`src/rtl/reg_access_arb_if.sv`:
```
// Bundle of the two requester ports and the shared register-file port of
// reg_access_arb. The arbiter takes the slave view; the requesters and the
// register file together form the master view.
interface reg_access_arb_if #(
    parameter int DW = 32,
    parameter int AW = 32
);
    // requester 0
    logic            req0_cs;
    logic            req0_rnw;
    logic [AW-1:0]   req0_addr;
    logic [DW-1:0]   req0_data;
    logic [DW/8-1:0] req0_be;
    logic            req0_rdack;
    logic            req0_wrack;
    logic [DW-1:0]   req0_rdata;
    logic            req0_error;
    // requester 1
    logic            req1_cs;
    logic            req1_rnw;
    logic [AW-1:0]   req1_addr;
    logic [DW-1:0]   req1_data;
    logic [DW/8-1:0] req1_be;
    logic            req1_rdack;
    logic            req1_wrack;
    logic [DW-1:0]   req1_rdata;
    logic            req1_error;
    // shared register-file port
    logic            reg_cs;
    logic            reg_rnw;
    logic [AW-1:0]   reg_addr;
    logic [DW-1:0]   reg_data;
    logic [DW/8-1:0] reg_be;
    logic [DW-1:0]   reg_rdata;
    logic            reg_rdack;
    logic            reg_wrack;

    modport slave (
        input  req0_cs, req0_rnw, req0_addr, req0_data, req0_be,
        output req0_rdack, req0_wrack, req0_rdata, req0_error,
        input  req1_cs, req1_rnw, req1_addr, req1_data, req1_be,
        output req1_rdack, req1_wrack, req1_rdata, req1_error,
        output reg_cs, reg_rnw, reg_addr, reg_data, reg_be,
        input  reg_rdata, reg_rdack, reg_wrack
    );

    modport master (
        output req0_cs, req0_rnw, req0_addr, req0_data, req0_be,
        input  req0_rdack, req0_wrack, req0_rdata, req0_error,
        output req1_cs, req1_rnw, req1_addr, req1_data, req1_be,
        input  req1_rdack, req1_wrack, req1_rdata, req1_error,
        input  reg_cs, reg_rnw, reg_addr, reg_data, reg_be,
        output reg_rdata, reg_rdack, reg_wrack
    );
endinterface

```
`src/rtl/reg_access_arb.sv`:
```
// Two-requester round-robin arbiter in front of a single register-file port.
// One transaction at a time: IDLE -> ISSUE (one reg_cs pulse) -> WAIT (for
// the ack of the matching type) -> RESP (one-cycle ack to the winner).
// Optional feature macro ARB_TIMEOUT_EN: abort WAIT after TIMEOUT_CYCLES with
// error=1 and rdata=DEADBEEF. Without it WAIT lasts until the ack arrives and
// the error outputs are tied low.
module reg_access_arb #(
    parameter int C_S_AXI_DATA_WIDTH = 32,
    parameter int C_S_AXI_ADDR_WIDTH = 32,
    parameter int TIMEOUT_CYCLES     = 16
) (
    input logic             clk,
    input logic             resetn,
    reg_access_arb_if.slave bus
);
    localparam int DW = C_S_AXI_DATA_WIDTH;
    localparam int AW = C_S_AXI_ADDR_WIDTH;
    localparam int BW = DW / 8;

    typedef enum logic [1:0] {IDLE, ISSUE, WAIT, RESP} state_t;

    // requester inputs gathered into indexable form
    logic [1:0]    w_cs;
    logic [1:0]    w_rnw;
    logic [AW-1:0] w_addr [2];
    logic [DW-1:0] w_data [2];
    logic [BW-1:0] w_be   [2];
    logic [1:0]    w_elig;
    logic          w_pick;
    logic          w_hit;

    state_t        r_state;
    logic          r_win;
    logic          r_last;
    logic [1:0]    r_elig;
    logic [1:0]    r_rdack;
    logic [1:0]    r_wrack;
    logic [DW-1:0] r_rdata [2];
    logic          r_reg_cs;
    logic          r_reg_rnw;
    logic [AW-1:0] r_reg_addr;
    logic [DW-1:0] r_reg_data;
    logic [BW-1:0] r_reg_be;

`ifdef ARB_TIMEOUT_EN
    localparam int CW = $clog2(TIMEOUT_CYCLES + 1);
    logic [CW-1:0] r_tmo_cnt;
    logic [1:0]    r_error;
    logic          w_tmo;
    // last WAIT cycle that may still accept an ack
    assign w_tmo = (r_tmo_cnt == CW'(TIMEOUT_CYCLES - 1));
`endif

    assign w_cs      = {bus.req1_cs, bus.req0_cs};
    assign w_rnw     = {bus.req1_rnw, bus.req0_rnw};
    assign w_addr[0] = bus.req0_addr;
    assign w_addr[1] = bus.req1_addr;
    assign w_data[0] = bus.req0_data;
    assign w_data[1] = bus.req1_data;
    assign w_be[0]   = bus.req0_be;
    assign w_be[1]   = bus.req1_be;

    assign w_elig = w_cs & r_elig;
    // On contention the requester not served last wins; r_last resets to 1 so
    // requester 0 goes first after reset.
    assign w_pick = (&w_elig) ? ~r_last : w_elig[1];
    // Only the ack type matching the latched direction completes the access.
    assign w_hit  = r_reg_rnw ? bus.reg_rdack : bus.reg_wrack;

    // Arbitration FSM with registered requester-side and register-side outputs.
    always_ff @(posedge clk or negedge resetn) begin
        if (!resetn) begin
            r_state    <= IDLE;
            r_win      <= 1'b0;
            r_last     <= 1'b1;
            r_elig     <= 2'b11;
            r_rdack    <= '0;
            r_wrack    <= '0;
            r_rdata[0] <= '0;
            r_rdata[1] <= '0;
            r_reg_cs   <= 1'b0;
            r_reg_rnw  <= 1'b1;
            r_reg_addr <= '0;
            r_reg_data <= '0;
            r_reg_be   <= '0;
`ifdef ARB_TIMEOUT_EN
            r_error    <= '0;
            r_tmo_cnt  <= '0;
`endif
        end else begin
            // response pulses and reg_cs last exactly one cycle
            r_rdack    <= '0;
            r_wrack    <= '0;
            r_rdata[0] <= '0;
            r_rdata[1] <= '0;
            r_reg_cs   <= 1'b0;
`ifdef ARB_TIMEOUT_EN
            r_error    <= '0;
`endif
            // Seeing cs low re-arms a requester; the clear on ack below wins.
            for (int i = 0; i < 2; i++) begin
                if (!w_cs[i]) r_elig[i] <= 1'b1;
            end

            case (r_state)
                IDLE: begin
                    if (|w_elig) begin
                        r_win      <= w_pick;
                        r_last     <= w_pick;
                        r_reg_rnw  <= w_rnw[w_pick];
                        r_reg_addr <= w_addr[w_pick];
                        r_reg_data <= w_data[w_pick];
                        r_reg_be   <= w_be[w_pick];
                        r_reg_cs   <= 1'b1;
                        r_state    <= ISSUE;
                    end
                end
                ISSUE: r_state <= WAIT;
                WAIT: begin
                    if (w_hit) begin
                        r_rdack[r_win] <= r_reg_rnw;
                        r_wrack[r_win] <= ~r_reg_rnw;
                        r_rdata[r_win] <= bus.reg_rdata;
                        r_elig[r_win]  <= 1'b0;
                        r_state        <= RESP;
`ifdef ARB_TIMEOUT_EN
                        r_tmo_cnt      <= '0;
`endif
                    end
`ifdef ARB_TIMEOUT_EN
                    else if (w_tmo) begin
                        r_rdack[r_win] <= r_reg_rnw;
                        r_wrack[r_win] <= ~r_reg_rnw;
                        r_rdata[r_win] <= DW'(32'hDEADBEEF);
                        r_error[r_win] <= 1'b1;
                        r_elig[r_win]  <= 1'b0;
                        r_tmo_cnt      <= '0;
                        r_state        <= RESP;
                    end else begin
                        r_tmo_cnt <= r_tmo_cnt + CW'(1);
                    end
`endif
                end
                RESP:    r_state <= IDLE;
                default: r_state <= IDLE;
            endcase
        end
    end

    assign bus.req0_rdack = r_rdack[0];
    assign bus.req0_wrack = r_wrack[0];
    assign bus.req0_rdata = r_rdata[0];
    assign bus.req1_rdack = r_rdack[1];
    assign bus.req1_wrack = r_wrack[1];
    assign bus.req1_rdata = r_rdata[1];
`ifdef ARB_TIMEOUT_EN
    assign bus.req0_error = r_error[0];
    assign bus.req1_error = r_error[1];
`else
    assign bus.req0_error = 1'b0;
    assign bus.req1_error = 1'b0;
`endif

    assign bus.reg_cs   = r_reg_cs;
    assign bus.reg_rnw  = r_reg_rnw;
    assign bus.reg_addr = r_reg_addr;
    assign bus.reg_data = r_reg_data;
    assign bus.reg_be   = r_reg_be;
endmodule

```
`src/flat_wrapper.sv`:
```
// flat-port wrapper written by rule: the top's interface ports become plain ports
module reg_access_arb_flat 
#(
    parameter int C_S_AXI_DATA_WIDTH = 32,
    parameter int C_S_AXI_ADDR_WIDTH = 32,
    parameter int TIMEOUT_CYCLES     = 16
)
  (clk, resetn, bus_req0_cs, bus_req0_rnw, bus_req0_addr, bus_req0_data, bus_req0_be, bus_req0_rdack, bus_req0_wrack, bus_req0_rdata, bus_req0_error, bus_req1_cs, bus_req1_rnw, bus_req1_addr, bus_req1_data, bus_req1_be, bus_req1_rdack, bus_req1_wrack, bus_req1_rdata, bus_req1_error, bus_reg_cs, bus_reg_rnw, bus_reg_addr, bus_reg_data, bus_reg_be, bus_reg_rdata, bus_reg_rdack, bus_reg_wrack);
  reg_access_arb_if #(.DW(32), .AW(32)) bus_i ();
  input logic clk;
  input logic resetn;
  input wire logic [$bits(bus_i.req0_cs)-1:0] bus_req0_cs;
  input wire logic [$bits(bus_i.req0_rnw)-1:0] bus_req0_rnw;
  input wire logic [$bits(bus_i.req0_addr)-1:0] bus_req0_addr;
  input wire logic [$bits(bus_i.req0_data)-1:0] bus_req0_data;
  input wire logic [$bits(bus_i.req0_be)-1:0] bus_req0_be;
  output wire logic [$bits(bus_i.req0_rdack)-1:0] bus_req0_rdack;
  output wire logic [$bits(bus_i.req0_wrack)-1:0] bus_req0_wrack;
  output wire logic [$bits(bus_i.req0_rdata)-1:0] bus_req0_rdata;
  output wire logic [$bits(bus_i.req0_error)-1:0] bus_req0_error;
  input wire logic [$bits(bus_i.req1_cs)-1:0] bus_req1_cs;
  input wire logic [$bits(bus_i.req1_rnw)-1:0] bus_req1_rnw;
  input wire logic [$bits(bus_i.req1_addr)-1:0] bus_req1_addr;
  input wire logic [$bits(bus_i.req1_data)-1:0] bus_req1_data;
  input wire logic [$bits(bus_i.req1_be)-1:0] bus_req1_be;
  output wire logic [$bits(bus_i.req1_rdack)-1:0] bus_req1_rdack;
  output wire logic [$bits(bus_i.req1_wrack)-1:0] bus_req1_wrack;
  output wire logic [$bits(bus_i.req1_rdata)-1:0] bus_req1_rdata;
  output wire logic [$bits(bus_i.req1_error)-1:0] bus_req1_error;
  output wire logic [$bits(bus_i.reg_cs)-1:0] bus_reg_cs;
  output wire logic [$bits(bus_i.reg_rnw)-1:0] bus_reg_rnw;
  output wire logic [$bits(bus_i.reg_addr)-1:0] bus_reg_addr;
  output wire logic [$bits(bus_i.reg_data)-1:0] bus_reg_data;
  output wire logic [$bits(bus_i.reg_be)-1:0] bus_reg_be;
  input wire logic [$bits(bus_i.reg_rdata)-1:0] bus_reg_rdata;
  input wire logic [$bits(bus_i.reg_rdack)-1:0] bus_reg_rdack;
  input wire logic [$bits(bus_i.reg_wrack)-1:0] bus_reg_wrack;
  assign bus_i.req0_cs = bus_req0_cs;
  assign bus_i.req0_rnw = bus_req0_rnw;
  assign bus_i.req0_addr = bus_req0_addr;
  assign bus_i.req0_data = bus_req0_data;
  assign bus_i.req0_be = bus_req0_be;
  assign bus_req0_rdack = bus_i.req0_rdack;
  assign bus_req0_wrack = bus_i.req0_wrack;
  assign bus_req0_rdata = bus_i.req0_rdata;
  assign bus_req0_error = bus_i.req0_error;
  assign bus_i.req1_cs = bus_req1_cs;
  assign bus_i.req1_rnw = bus_req1_rnw;
  assign bus_i.req1_addr = bus_req1_addr;
  assign bus_i.req1_data = bus_req1_data;
  assign bus_i.req1_be = bus_req1_be;
  assign bus_req1_rdack = bus_i.req1_rdack;
  assign bus_req1_wrack = bus_i.req1_wrack;
  assign bus_req1_rdata = bus_i.req1_rdata;
  assign bus_req1_error = bus_i.req1_error;
  assign bus_reg_cs = bus_i.reg_cs;
  assign bus_reg_rnw = bus_i.reg_rnw;
  assign bus_reg_addr = bus_i.reg_addr;
  assign bus_reg_data = bus_i.reg_data;
  assign bus_reg_be = bus_i.reg_be;
  assign bus_i.reg_rdata = bus_reg_rdata;
  assign bus_i.reg_rdack = bus_reg_rdack;
  assign bus_i.reg_wrack = bus_reg_wrack;
  reg_access_arb #(.C_S_AXI_DATA_WIDTH(C_S_AXI_DATA_WIDTH), .C_S_AXI_ADDR_WIDTH(C_S_AXI_ADDR_WIDTH), .TIMEOUT_CYCLES(TIMEOUT_CYCLES)) u_core (.clk(clk), .resetn(resetn), .bus(bus_i));
endmodule
```
`config.mk`:
```
export PLATFORM = sky130hd
export DESIGN_NAME = reg_access_arb_flat
export DESIGN_NICKNAME = d
export VERILOG_FILES = /design/src/rtl/reg_access_arb_if.sv /design/src/rtl/reg_access_arb.sv /design/src/flat_wrapper.sv
export SDC_FILE = /design/constraint.sdc
export NUM_CORES = 1
export LEC_CHECK = 0
export ABC_AREA = 1
export CORE_ASPECT_RATIO = 1.25
export CORE_UTILIZATION = 35
export CTS_BUF_LIST = sky130_fd_sc_hd__clkbuf_16
export CTS_CLUSTER_DIAMETER = 60
export DETAILED_ROUTE_END_ITERATION = 6
export PLACE_DENSITY = 0.77
export SYNTH_ARGS = -nofsm -noshare
export SYNTH_HDL_FRONTEND = slang
export SYNTH_SLANG_ARGS = --single-unit
```
`constraint.sdc`:
```
create_clock -name clk -period 2.2 [get_ports clk]
set_clock_uncertainty 0.05 [all_clocks]
set_input_delay 0.55 -clock clk [delete_from_list [all_inputs] [get_ports clk]]
set_output_delay 0.55 -clock clk [all_outputs]
set_load 0.005 [all_outputs]
```
# Word level (Yosys, flattened, before mapping)
# Index checks and enable logic that the tools add are counted.
op_classes:
  magnitude_cmp: 6
  n_eq_ne: 5
  mux: 32
  n_bitwise: 10
  reduce_logical: 7
ops:
  columns: ["cell", "n"]
  rows:
  - ["$mux 32", 7]
  - ["$mux 64", 2]
  - ["$and 64x64->64", 1]
  - ["$demux 32 s1", 1]
  - ["$mux 2", 8]
  - ["$mux 4", 3]
  - ["$mux 1", 9]
  - ["$and 2x2->2", 4]
  - ["$pmux 2 s4", 1]
  - ["$reduce_and 2->1", 3]
  - ["$eq 2x2->1 const B", 2]
  - ["$ge 2x2->1 const B", 2]
  - ["$lt 1x2->1 const B", 2]
  - ["$ne 2x1->1 const B", 2]
  - ["$not 1->2", 2]
  - ["$eq 2x1->1 const B", 1]
  - ["$logic_and 1x1->1", 2]
  - ["$logic_not 2->1", 1]
  - ["$lt 2x1->1 const B", 1]
  - ["$not 1->1", 2]
  - ["$not 2->2", 1]
  - ["$reduce_or 2->1", 1]
  - ["$demux 1 s1", 1]
  - ["$ge 1x1->1 const B", 1]
totals:
  register_bits: 144
  inputBits: 176
  out_inout_bits: 140
  word_cells: 73

# Logic depth before layout (Yosys ltp)
depth:
  ltp_word: 8
  mapped_depth: 8
  ltp_nobuf: 7

# Worst setup path before layout
# OpenSTA, ideal clock, no wires.
synth_path:
  path_kind: "input to register"
  startpoint: "input bus_req1_cs"
  endpoint: "register u_core.r_reg_be[0], in the netlist u_core.bus.reg_be[0]"
  setup_ns: 0.118
  arrival_ns: 1.320
  required_time_ns: 2.032
  path_slack_ns: 0.713
  stages: 8
  path_buffers: 2
  path_cell_list: "nand2_1 -> inv_2 -> nand2_2 -> buf_2 -> buf_6 -> nand2_1 -> nand3_1 -> nand2_1"
synth_via:
  elab_chain_cells: 7
  word_cells_on_any_way: 9
  classes_between: "4 x mux; 2 x bitwise; 3 x reduce/logical"
synth_rtl:
  columns: ["element", "line_no", "rtl"]
  rows:
  - ["from (decl)", "flat_wrapper.sv:21", "input wire logic [$bits(bus_i.req1_cs)-1:0] bus_req1_cs;"]
  - ["$and 2x2->2 (*)", "reg_access_arb.sv:63", "assign w_elig = w_cs & r_elig;"]
  - ["$reduce_and 2->1", "reg_access_arb.sv:66", "assign w_pick = (&w_elig) ? ~r_last : w_elig[1];"]
  - ["$mux 1", "reg_access_arb.sv:66", null]
  - ["$not 1->2 (implied by the code)", "reg_access_arb.sv:113", "r_reg_be <= w_be[w_pick];"]
  - ["$mux 4 (implied by the code) (3 in series)", "reg_access_arb.sv:113", null]
  - ["to (signal assigned)", "reg_access_arb.sv:113", null]
  - ["to (decl)", "reg_access_arb.sv:43", "logic [BW-1:0] r_reg_be;"]
# Mark *: on every way between the ends. The rest lies on a longest branch, timed or not. The select of a mux whose other input is x is not followed.
# A chain may end at the register's enable or synchronous reset.

# Worst setup path in the final report
layout_path:
  startpoint: "register u_core.r_reg_rnw, in the netlist u_core.bus.reg_rnw"
  endpoint: "output bus_reg_rnw"
layout_rtl:
  columns: ["element", "line_no", "rtl"]
  rows:
  - ["from (decl)", "reg_access_arb.sv:40", "logic r_reg_rnw;"]
  - ["from (signal assigned)", "reg_access_arb.sv:110", "r_reg_rnw <= w_rnw[w_pick];"]
  - ["to (decl)", "flat_wrapper.sv:31", "output wire logic [$bits(bus_i.reg_rnw)-1:0] bus_reg_rnw;"]
# No word-level cell between the ends.

==> results summary <==
The routed wire length per instance came out at 14.4 µm. The number of global-route vias before repair came out at 6065. The setup path with the least slack is of type reg2out. Of all cell types, the one taking the most synthesized area is sky130_fd_sc_hd__dfrtp_1. For this run, the total global-route usage over all layers was measured as 0.215. By area the synthesized netlist is led by sky130_fd_sc_hd__dfrtp_1 55%, sky130_fd_sc_hd__nand2_1 13%, sky130_fd_sc_hd__nand3_1 11%. At the end of routability-driven placement, the weighted congestion stood at 0.815. The clock latency on the worst-skew pair came out at 0.41 ns.

The initial standard-cell utilization of the core came out at 0.363. The first-pass GRT wire length came out at 30600 µm. The detailed-route wire length came out at 19600 µm.

The sum of negative setup slack is 0 ns. The overflow left after global routing is 0. Of the total power, registers draw 0.349. The number of buffers added for setup after CTS is 0. Of the total power, the share spent switching nets is 0.343.

The combinational share of power is 0.426. Of the synthesized area, sequential elements account for 0.564. The count of antenna-violating nets left after detailed routing is 0. The total non-filler cell area in the finished layout came out at 10400 µm². After technology mapping, the gate count stands at 810. After detailed routing, the number of remaining DRC violations is 0.

The chip height is approximately 150 µm. Of the post-synthesis cell area, the dominant cell type holds 0.548. STA classifies the critical path startpoint as a flop. The endpoint type of the worst setup path is an output pin. Yosys instantiated no cell more often than sky130_fd_sc_hd__nand2_1.

The area growth from synthesis to layout came out at 62.7%. The number of warnings printed during yosys synthesis came out at 0. In this run the critical register-to-register path is launched from u_core.r_state[0]$_DFFE_PN0P_. The flow ran to the end, and the final reports show no timing, DRC or antenna violations. Clock tree synthesis inserted a total of 17 buffers.

The placed instances occupy a cell area of 9880 µm². The count of final max-slew check failures is 0. Setup repair after global routing left no endpoint under its margin. The final net count came out at 1300. The post-synthesis mux area share came out at 0. Internal power comes to 7.47 mW. The x dimension of the die is between 100 and 150 µm. The net switching power figure came out at 3.91 mW. The depth of the CTS H-tree is 4. Among all flip-flop cells after synthesis, the most frequent one is sky130_fd_sc_hd__dfrtp_1.

The number of cell instances on the worst register-to-register path came out at 8. The relative slew slack came out at 0.666. The worst-case vdd ir drop is 0.539 mV. Traced cell by cell, the critical path runs through clkdlybuf4s50_1. The distinct cell type count after synthesis came out at 20. The cell family contributing the most delay on the critical path is flip-flops. Counting along the longest clock path gives a buffer depth of 2. The minimum period implied by the final worst setup slack came out at 2.09 ns. The number of gates resized after CTS was 0.

The per-cell via count in the routed design came out at 4.48. The number of endpoints with negative hold slack in the final report is 0. The floorplan row count is 54. Setup violations remaining at the end of the flow were counted as 0. The power density of the placed cells came out at 1090 nW/µm². The share of cells above drive strength 1 came out at 0.0547. The clock network power share is 0.225. The parity-gate share of the synthesized area counting xor and xnor cells came out at 0. The floorplan core area came out at 17600 µm².

The root buffer cell chosen for the clock tree is sky130_fd_sc_hd__clkbuf_16. The dominant combinational cell family by area after synthesis is simple AND/OR/NAND/NOR gates. The die covers 18800 µm². Summed over all nets, the half-perimeter wirelength after detailed placement is 14300 µm. The fraction of synthesis flops using an asynchronous set or reset pin came out at 1.00.

The count of flip-flops with a built-in enable after synthesis is 0. Timing would allow up to 478 MHz. The final core area utilization is 0.590. The pin slew with the least headroom to its limit is between 0.5 and 0.6 ns. In this run the worst hold path is classified as in2async. The routed via count is 6078.

The analysis attributes to cell leakage a power of 5.50 nW. In this run the number of cells on the critical path is 1. By count the netlist is led by 220 x sky130_fd_sc_hd__nand2_1, 177 x sky130_fd_sc_hd__inv_1, 143 x sky130_fd_sc_hd__nand3_1, 140 x sky130_fd_sc_hd__dfrtp_1, 70 x sky130_fd_sc_hd__nor2_1. The worst-case hold slack is between 0.015 and 0.02 ns.

For this block, the initial DRC count from the detailed router was 284. At the worst endpoint, the required time is 1.60 ns. The pin count of the biggest net entering global routing is 53.

The compound-gate portion of the synthesized area was 0.00568. Input and output buffers added on the ports amount to 313. TritonCTS built the clock tree. Hold repair after CTS inserted 0 buffers. The final critical-path share of the clock period is 0.952.

The maximum fanout along the worst path is 4. Together, buffers and inverters on the worst path number 1. The I/O pin total is 316.

The arithmetic-cell share of the synthesized area counting full adders, half adders and majority gates is 0.00587. The synthesized netlist occupies a cell area of 6390 µm². The max-cap violation count came out at 0. For this run, the slowest stage of the critical path takes 0.56 ns. After clock tree synthesis, the clock-pin slew on the worst setup and hold paths is 0.06 ns.

The number of sinks handled by clock tree synthesis came out at ~140. The data arrival time of the critical path came out at ~1.5 ns. The mean area per synthesized cell is 7.89 µm².

The slack of the worst reg-to-reg path is approximately 0.60 ns. The number of antenna violations at the first check in global routing came out at 3. The number of register bits inferred by synthesis is 144. The basic-gate share of the synthesized area counting and, or, nand and nor cells is 0.286.

In this run the critical register-to-register path is captured at u_core.bus.reg_addr[8]$_DFFE_PN0P_. The length of the first detailed-routing pass in iterations came out at 5. The slowest stage of the critical path is the sky130_fd_sc_hd__dfstp_2 cell.
-- power groups by stage --
| stage | sequential, mW | combinational [mW] | clock [mW] |
|---|---|---|---|
| 2_1_floorplan | 4.05 | 2.06 | 0 |
| 3_3_place_gp | 4.00 | 4.81 | 0 |
| 3_5_place_dp | 4.01 | 4.92 | 0 |
| 4_1_cts | 3.98 | 4.94 | 2.63 |
| 5_1_grt | 4.07 | 5.37 | 2.76 |
| 6_report | 3.97 | 4.85 | 2.56 |
-- routing by layer --
layer,vias to the layer above,global-route usage,part of all wire
met5,-,0,0.0013
met4,4,0.0738,0.024
met3,36,0.0881,0.10
met2,240,0.384,0.51
met1,2794,0.221,0.36
li1,3004,-,-
-- state kept, by name, summed over array words and instances (netlist names) --
register	cells
u_core.r_last	1
u_core.bus.req1_rdata	32
u_core.r_rdack	2
u_core.bus.reg_data	32
u_core.bus.reg_cs	1
u_core.bus.reg_addr	32
u_core.bus.reg_rnw	1
u_core.r_state	2
u_core.bus.req0_rdata	32
u_core.bus.reg_be	4
u_core.r_wrack	2
u_core.r_elig	2
u_core.r_win	1
-- worst max-delay path by stage --
stage | startpoint | endpoint | slack (ns)
finish | u_core.bus.reg_rnw$_DFFE_PN1P_ | bus_reg_rnw | 0.11
global route | u_core.bus.reg_rnw$_DFFE_PN1P_ | bus_reg_rnw | 0.07
CTS | u_core.bus.reg_rnw$_DFFE_PN1P_ | bus_reg_rnw | 0.09
detailed placement | bus_req1_cs | u_core.bus.reg_addr[1]$_DFFE_PN0P_ | 0.11
global placement | bus_req1_cs | u_core.bus.reg_addr[2]$_DFFE_PN0P_ | 0.15
floorplan | bus_req1_cs | u_core.bus.reg_be[0]$_DFFE_PN0P_ | 0.71
-- metrics by stage --
step	total power [mW]	instances	worst slack (ns)
detailed placement	8.93	1326	0.107
floorplan	6.11	811	0.713
CTS	11.6	1357	0.0888
finish	11.4	1358	0.107
global placement	8.81	1326	0.151
global route	12.2	1357	0.0652
-- placed cells by master, fill, tap and decap left out, drive strengths merged --
cell type / count
clkdlybuf4s50: 312
o21a: 2
inv: 183
nand3: 144
diode: 1
conb: 2
or2: 1
buf: 22
clkbuf: 17
o21ai: 1
clkinv: 5
dfrtp: 140
dfstp: 4
nor2: 70
clkinvlp: 5
a21oi: 1
ha: 3
nand2: 221
-- kinds of logic after synthesis --
kind of cell,after synthesis
adder cells (fa/ha/maj),3
buffers and inverters,222
other,1
AO/OA/AOI/OAI,4
flip-flops,144
AND/OR/NAND/NOR,436
-- layout make-up --
cell class,instances,area [µm²]
Antenna cell,1,2.50
Clock buffer,17,425
Clock inverter,14,93.8
Fill cell,1582,7230
Inverter,179,672
Multi-Input combinational cell,445,1910
Sequential cell,144,3610
Tap cell,224,280
Timing Repair Buffer,334,3400
(Power assumes the default switching activity.)
